$ cat config.mk
export PLATFORM = sky130hd
export DESIGN_NAME = high_bit_search
export DESIGN_NICKNAME = d
export VERILOG_FILES = /design/src/rtl/high_bit_search_pkg.sv /design/src/rtl/high_bit_search_node.sv /design/src/rtl/high_bit_search.sv
export SDC_FILE = /design/constraint.sdc
export NUM_CORES = 1
export LEC_CHECK = 0
export ABC_AREA = 1
export CORE_AREA = 2 2 65 83
export DETAILED_ROUTE_END_ITERATION = 12
export DIE_AREA = 0 0 67 85
export PLACE_DENSITY_LB_ADDON = 0.2
export SYNTH_ARGS = -nofsm -noshare
export SYNTH_HDL_FRONTEND = slang
export SYNTH_HIERARCHICAL = 1
export SYNTH_SLANG_ARGS = --single-unit
$ cat constraint.sdc
create_clock -name clk -period 1.6 [get_ports clk]
set_clock_uncertainty 0.05 [all_clocks]
set_input_delay 0.16 -clock clk [delete_from_list [all_inputs] [get_ports clk]]
set_output_delay 0.16 -clock clk [all_outputs]
set_load 0.005 [all_outputs]
$ cat src/rtl/high_bit_search_pkg.sv
// -----------------------------------------------------------------------------
// high_bit_search_pkg
// Shared definitions for the leading-one detector:
//   - clog2()   : constant function used to size the index output
//   - node_t    : result carried between merge nodes (valid + partial index)
// The partial index is sized for the widest legal word (64 bits -> 6 bits) so
// one struct type serves every level of the tree.
// -----------------------------------------------------------------------------
package high_bit_search_pkg;

  localparam int unsigned MAX_INPUT_WIDTH = 64;
  localparam int unsigned MAX_IDX_W       = 6;

  // Ceiling log2 for elaboration-time sizing; returns 0 for v <= 1.
  function automatic int unsigned clog2(input int unsigned v);
    int unsigned res;
    int unsigned acc;
    res = 0;
    acc = 1;
    while (acc < v) begin
      acc = acc << 1;
      res = res + 1;
    end
    return res;
  endfunction

  // Result of one subtree: any bit set, and where the highest one sits.
  typedef struct packed {
    logic                 valid;
    logic [MAX_IDX_W-1:0] idx;
  } node_t;

endpackage

$ cat src/rtl/high_bit_search_node.sv
// -----------------------------------------------------------------------------
// high_bit_search_node
// 2:1 merge node of the leading-one tree. The high-side subtree wins whenever
// it found a set bit; in that case the node's own index bit (LEVEL) is set on
// top of the high child's partial index, otherwise the low child's partial
// index passes through unchanged.
// Ports:
//   i_hi  : result of the more-significant half
//   i_lo  : result of the less-significant half
//   o_res : merged result
// -----------------------------------------------------------------------------
module high_bit_search_node
  import high_bit_search_pkg::*;
#(
  parameter int unsigned LEVEL = 0
) (
  input  node_t i_hi,
  input  node_t i_lo,
  output node_t o_res
);

  localparam logic [MAX_IDX_W-1:0] LP_LEVEL_BIT = {{(MAX_IDX_W-1){1'b0}}, 1'b1} << LEVEL;

  // Merge: MSB-side subtree takes priority.
  always_comb begin
    o_res       = '0;
    o_res.valid = i_hi.valid | i_lo.valid;
    if (i_hi.valid) begin
      // Children below this level only ever populate bits under LEVEL,
      // so OR-ing in the level bit is the same as prefixing a 1.
      o_res.idx = i_hi.idx | LP_LEVEL_BIT;
    end else begin
      o_res.idx = i_lo.idx;
    end
  end

endmodule

$ cat src/rtl/high_bit_search.sv
// -----------------------------------------------------------------------------
// high_bit_search
// Registered leading-one detector (MSB wins). Each rising edge samples
// input_data and, one cycle later, reports the index of the highest set bit,
// a one-hot mask of it, and whether any bit was set.
// Ports:
//   clk             : system clock, rising edge
//   rst_n           : asynchronous active-low reset
//   input_data      : word to search, sampled every edge
//   high_bit_idx    : index (0 = LSB) of the highest set bit; 0 when none
//   high_bit_onehot : mask with only bit high_bit_idx set; 0 when none
//   found           : 1 when the sampled word was non-zero
// -----------------------------------------------------------------------------
module high_bit_search
  import high_bit_search_pkg::*;
#(
  parameter int unsigned INPUT_WIDTH = 16,
  parameter int unsigned IDX_WIDTH   = clog2(INPUT_WIDTH)
) (
  input  logic                   clk,
  input  logic                   rst_n,
  input  logic [INPUT_WIDTH-1:0] input_data,
  output logic [IDX_WIDTH-1:0]   high_bit_idx,
  output logic [INPUT_WIDTH-1:0] high_bit_onehot,
  output logic                   found
);

  // Tree is built over the next power of two; missing leaves read as zero.
  localparam int unsigned PAD_W   = 1 << IDX_WIDTH;
  localparam int unsigned N_NODES = 2 * PAD_W - 1;

  localparam logic [INPUT_WIDTH-1:0] LP_ONE = {{(INPUT_WIDTH-1){1'b0}}, 1'b1};

  // Heap layout: node n has children 2n+1 (high half) and 2n+2 (low half).
  // Internal nodes occupy 0..PAD_W-2, leaves PAD_W-1..2*PAD_W-2 with the
  // leftmost leaf holding the most-significant bit.
  node_t w_tree [0:N_NODES-1];

  logic                   r_found;
  logic [IDX_WIDTH-1:0]   r_idx;
  logic [INPUT_WIDTH-1:0] w_onehot;

  genvar g_j;
  genvar g_d;
  genvar g_k;

  // Leaves: one per padded bit position.
  generate
    for (g_j = 0; g_j < PAD_W; g_j = g_j + 1) begin : g_leaf
      localparam int unsigned BIT_POS = PAD_W - 1 - g_j;
      if (BIT_POS < INPUT_WIDTH) begin : g_real
        assign w_tree[PAD_W-1+g_j] = '{valid: input_data[BIT_POS], idx: '0};
      end else begin : g_pad
        assign w_tree[PAD_W-1+g_j] = '{valid: 1'b0, idx: '0};
      end
    end
  endgenerate

  // Merge levels: depth d resolves index bit IDX_WIDTH-1-d.
  generate
    for (g_d = 0; g_d < IDX_WIDTH; g_d = g_d + 1) begin : g_level
      for (g_k = 0; g_k < (1 << g_d); g_k = g_k + 1) begin : g_node
        localparam int unsigned NODE = (1 << g_d) - 1 + g_k;
        high_bit_search_node #(
          .LEVEL (IDX_WIDTH - 1 - g_d)
        ) u_node (
          .i_hi  (w_tree[2*NODE+1]),
          .i_lo  (w_tree[2*NODE+2]),
          .o_res (w_tree[NODE])
        );
      end
    end
  endgenerate

  // Result register: found and index always come from the same sample.
  always_ff @(posedge clk or negedge rst_n) begin
    if (!rst_n) begin
      r_found <= 1'b0;
      r_idx   <= '0;
    end else begin
      r_found <= w_tree[0].valid;
      r_idx   <= w_tree[0].idx[IDX_WIDTH-1:0];
    end
  end

  // One-hot mask decoded from the registered result, so it tracks idx/found.
  always_comb begin
    w_onehot = '0;
    if (r_found) begin
      w_onehot = LP_ONE << r_idx;
    end else begin
      w_onehot = '0;
    end
  end

  assign high_bit_idx    = r_idx;
  assign high_bit_onehot = w_onehot;
  assign found           = r_found;

endmodule

After elaboration in Yosys (flattened, before gate mapping) --
Index checks and enable logic that the tools add are counted.
Storage, ports and cells: input bits 18, logic and storage cells 34, register bits 5, output and inout bits 21
Cells by class: bitwise operators 15, shift operators 1, muxes and demuxes 16
Operator list (number):
- 2-to-1 mux 16 bit | 1
- 2-to-1 mux 4 bit | 4
- << shifter 1 x 4 -> 16 bit, first input constant | 1
- OR 1 bit | 15
- 2-to-1 mux 1 bit | 8
- 2-to-1 mux 3 bit | 2
- 2-to-1 mux 2 bit | 1

Longest topological paths before layout --
Gate-level depths: netlist (run 1).
depth in word-level cells 4, gate-level depth with buffers 8, mapped depth without buffers 8

Modules after synthesis --
The synthesis (run 1) kept the hierarchy.
By module, submodules not included:
- high_bit_search_node | area an instance 72.6 µm², cells an instance 18, instances 15, sequential area each 0.0 µm²
- high_bit_search | area an instance 255.2 µm², cells an instance 37, instances 1, sequential area each 125.1 µm²

Least setup slack after synthesis (run 1) --
OpenSTA, ideal clock, no wires.
path kind input to register, start input input_data[15], end register r_found (netlist: found), stages on the path 4, path buffers 0, setup time 0.124 ns, setup slack 0.094 ns, data arrival time 1.331 ns, required time 1.426 ns, cell sequence or2_1 or2_1 or2_1 or2_1
RTL lines:
- start, declared | RTL line high_bit_search.sv:22 | input logic [INPUT_WIDTH-1:0] input_data,
- end signal, assigned | RTL line high_bit_search.sv:81 | r_found <= w_tree[0].valid;
- end, declared | RTL line high_bit_search.sv:39 | logic r_found;

Final worst setup path (run 1) --
start register r_idx[0] (netlist: high_bit_idx[0]), end output high_bit_idx[0]
RTL lines:
- start, declared | RTL line high_bit_search.sv:40 | logic [IDX_WIDTH-1:0] r_idx;
- start signal, assigned | RTL line high_bit_search.sv:82 | r_idx <= w_tree[0].idx[IDX_WIDTH-1:0];
- end, declared | RTL line high_bit_search.sv:23 | output logic [IDX_WIDTH-1:0] high_bit_idx,
No word-level cell between the ends.

==> flow_summary.toml, run 1 <==
[placed_design]
io_buffer_count = 38
dp.cells = 306
place_ws_ns = -0.288
globalplace.congestion = 0.715
dp_hpwl_um = 1730
place_area_um2 = 1460

[critical_path]
start_kind = "register"
critPathMaxFanout = 4
crit_required_ns = 1.39
critPathKind = "register to output pin"
worst_setup_path_end_kind = "output pin"
crit_arrival_ns = 1.34

[logic_synthesis]
syn-instance-count = 165
avgSynthCellArea_um2 = 4.91
synth_area_um2 = 811
yosysWarnings = 6

[sta]
fmax_mhz = 645
tns_ns = 0
fin_crit_ns = 1.55
whs_ns = 0.115
rsz0062_at_grt = "false"
slew_viol_final = 0
finalHoldViolations = 0
postLayoutSetupSlackWorst_ns = 0.0493
period_share_pct = 96.9
setup_viol = 0

[floorplan]
fp.dieW_um = 67
die_h_um = 85
start_util_pct = 16.4
core_area_um2 = 4930
rows = 29
dieArea_um2 = 5700
ioPinCount = 39

[cts]
clkTransAtPathRegs_ns = 0.03
htree_levels = 1
root_buffer = "clkbuf_8"
numCtsBuffers = 3
cts_tree = "built"
cts.sinks = 5
cts_buffer_depth = 2

[finish]
finalNetCount = 276
utilization_pct = 31.8
drive_above_1_share_pct = 19.5
layout_common_cells = "86 x nand2_1, 32 x conb_1, 26 x or2_1, 22 x clkdlybuf4s50_1, 19 x buf_4"
diodes = 0
stdcell_area_um2 = 1570
final_common_cell = "nand2_1"
area_growth_syn_to_layout_pct = 93.5
stdcell_count = 319

[drt]
first_iter_violations = 13
via_count = 1087
dr.pass1.iters = 4
drc = 0
wirelength_um = 1940
routedWlPerCell_um = 6.07
avgViaCountPerCell = 3.41
ant_nets = 0

[pwr]
power_uw = 608
leakagePower_nw = 0.978
ir_drop_v = 0.000197
powerDensity_nw_per_um2 = 388

[run]
maxCapViolations = 0

[global_route]
grt_pass1_wl_um = 3450
grt_use_total_pct = 7.50
grt_pass1_vias = 931
grt_start_max_net_pins = 9
overflow = 0
antenna_found_initial = 0

[worst_hold_path]
hold_class = "input port to async pin"

[outcome]
outcome = "completed"
-- flip-flops by register name (all words and copies together) (netlist names) --
name / cells
high_bit_idx: 4
found: 1
-- repair_timing --
item,in CTS,in global routing
resized for setup,27,5
endpoints found under the setup margin,18,4
buffers inserted,5,4
pin swaps,1,2
hold buffers,0,0
-- layer usage --
layer	GRT usage [%]	part of all wire [%]	routed length, µm
met1	6.95	39	762
met3	1.72	7.4	143
met2	14.8	52	997
met5	0	0	0
met4	3.34	1.6	31
-- report_power, final --
| part | leakage [nW] | internal, mW | switching, mW | total, mW |
|---|---|---|---|---|
| combinational | 0.910 | 0.138 | 0.102 | 0.241 |
| sequential | 0.0457 | 0.133 | 0.00658 | 0.140 |
| clock | 0.0228 | 0.171 | 0.0572 | 0.228 |
| total | 0.978 | 0.442 | 0.166 | 0.608 |
-- critical path: stages, from the launching register on --
cell and delay [ns]:
dfrtp_2 0.42, buf_4 0.14, buf_4 0.13, clkdlybuf4s50_1 0.43
-- cell type report --
| class | count | area, µm² |
|---|---|---|
| Fill cell | 588 | 3370 |
| Timing Repair Buffer | 57 | 495 |
| Inverter | 18 | 67.6 |
| Multi-Input combinational cell | 173 | 754 |
| Tap cell | 62 | 77.6 |
| Sequential cell | 5 | 129 |
| Clock buffer | 4 | 45.0 |
-- final timing paths --
path	from	to	cells past startpoint
min	rst_n	high_bit_idx[2]	1
max	high_bit_idx[0]	high_bit_idx[0]	3
max in group asynchronous	rst_n	high_bit_idx[1]	1
min in group clk	input_data[0]	found	5
Power figures use the tool's default switching activity.
==> run 2, diff against run 1 <==
Settings changed: CTS_BUF_LIST set to sky130_fd_sc_hd__clkbuf_4.
==> run 2 against run 1 <==
- combinational power about the same
- sequential share of layout area about the same
- cell count up 0.31%
- non-clock buffer count up 1
- hold slack worse by 0.019 ns
==> flow_summary.toml, run 2 (synthesized netlist as in run 1, its figures left out) <==
[outcome]
outcome = "completed"

[cts]
cts_buffer_depth = 2
clkTransAtPathRegs_ns = 0.04
root_buffer = "clkbuf_4"
cts.sinks = 5
numCtsBuffers = 3
htree_levels = 1
ctsHoldBuffers = 0
cts_tree = "built"

[drt]
wirelength_um = 1930
dr.pass1.iters = 3
drc = 0
via_count = 1087
avgViaCountPerCell = 3.40
routedWlPerCell_um = 6.04
routed-wl-met3_um = 135
first_iter_violations = 8
wirelength_met1_um = 760
ant_nets = 0
route.met2.wl_um = 1030
top_layer = "met4"

[finish]
largest_reg_flops = 4
finalNetCount = 277
drive_above_1_share_pct = 20.2
multi_input_area_um2 = 754
area_growth_syn_to_layout_pct = 93.1
layout_common_cells = "86 x nand2_1, 32 x conb_1, 26 x or2_1, 21 x clkdlybuf4s50_1, 20 x buf_4"
regArea_um2 = 129
stdcell_count = 320
final_common_cell = "nand2_1"
nFillCells = 585
diodes = 0

[sta]
period_share_pct = 96.0
fin_crit_ns = 1.54
setup_viol = 0
fmax_mhz = 651
finalHoldViolations = 0
slew_viol_final = 0
whs_ns = 0.0955

[floorplan]
core_area_um2 = 4930
die_h_um = 85
ioPinCount = 39
dieArea_um2 = 5700
start_util_pct = 16.4
rows = 29
fp.dieW_um = 67

[pwr]
swShare_pct = 28.7
p_clk_share_pct = 29.1
power_frac_seq_pct = 26.1
p_int_uw = 381
leakagePower_nw = 0.981
ir_drop_v = 0.000136
p_comb_share_pct = 44.8
power.switching_uw = 154
powerDensity_nw_per_um2 = 342

[placed_design]
dp_hpwl_um = 1730
dp.cells = 306
io_buffer_count = 38
globalplace.congestion = 0.715

[global_route]
grt_use_total_pct = 7.37
grt_pass1_vias = 935
antenna_found_initial = 0
overflow = 0
grt_pass1_wl_um = 3440
grt_start_max_net_pins = 9

[critical_path]
crit_required_ns = 1.66
critPathMaxFanout = 6
crit_arrival_ns = 1.60
critPathKind = "input port to register"
start_kind = "input port"
worst_setup_path_end_kind = "register"

[worst_hold_path]
hold_class = "input port to async pin"

[run]
maxCapViolations = 0
==> run 2: cell count changes in the layout (fill, tap and decap cells not counted), sizes merged <==
| cell | change |
|---|---|
| buf | +1 |
| clkdlybuf4s15 | +1 |
| clkdlybuf4s50 | -1 |
| dlygate4sd2 | -1 |
| dlymetal6s2s | +1 |
==> run 2: routing by layer <==
layer	global-route usage, %	vias up
met5	0	-
met1	6.95	418
met2	14.9	29
li1	-	638
met3	1.33	2
met4	2.78	0
==> run 2: power groups by stage <==
stage	clock network [mW]	registers [mW]	logic, mW
2_1_floorplan	0	0.142	0.108
3_3_place_gp	0	0.143	0.218
3_5_place_dp	0	0.144	0.217
4_1_cts	0.163	0.142	0.221
5_1_grt	0.167	0.141	0.280
6_report	0.156	0.140	0.240
==> run 2: critical path, stage by stage <==
cell and delay, ns:
clkdlybuf4s50_1 0.41, or2_4 0.27, or2_4 0.27, or2_4 0.26
or2_1 0.23
==> run 2: area by class of cell <==
type | instances | share of cell area (%)
clock buffer | 4 | 1.92
inverter | 18 | 4.32
multi-input combinational | 173 | 48.2
sequential | 5 | 8.23
tap | 62 | 4.96
timing repair buffer | 58 | 32.4
==> run 2: worst paths after layout <==
check | endpoint | start
max | found | input_data[15]
min in group clk | found | input_data[0]
min | high_bit_idx[2] | rst_n
max in group asynchronous | high_bit_idx[1] | rst_n
==> run 2: timing repair <==
action,in CTS,in global routing
setup buffers,6,4
pin swaps,1,1
endpoints found under the setup margin,18,4
gates resized for setup,28,6
endpoints found under the hold margin,0,0
==> run 2: stage by stage <==
step	setup TNS [ns]	cell area [µm²]	worst slack [ns]	utilization (%)	power, mW
floorplan	0	927	0.211	-	0.250
global placement	-0.960	1460	-0.260	29.6	0.361
CTS	0	1540	0.0185	31.1	0.527
finish	0	1570	0.0641	31.7	0.535
detailed placement	-1.07	1460	-0.288	29.6	0.361
global route	-0.00294	1570	-0.00294	31.7	0.588
==> run 3, diff against run 2 <==
Settings changed: CTS_CLUSTER_DIAMETER set to 200.
==> results of run 3 <==
No change in the layout: final DEF, timing and power equal those of run 2.
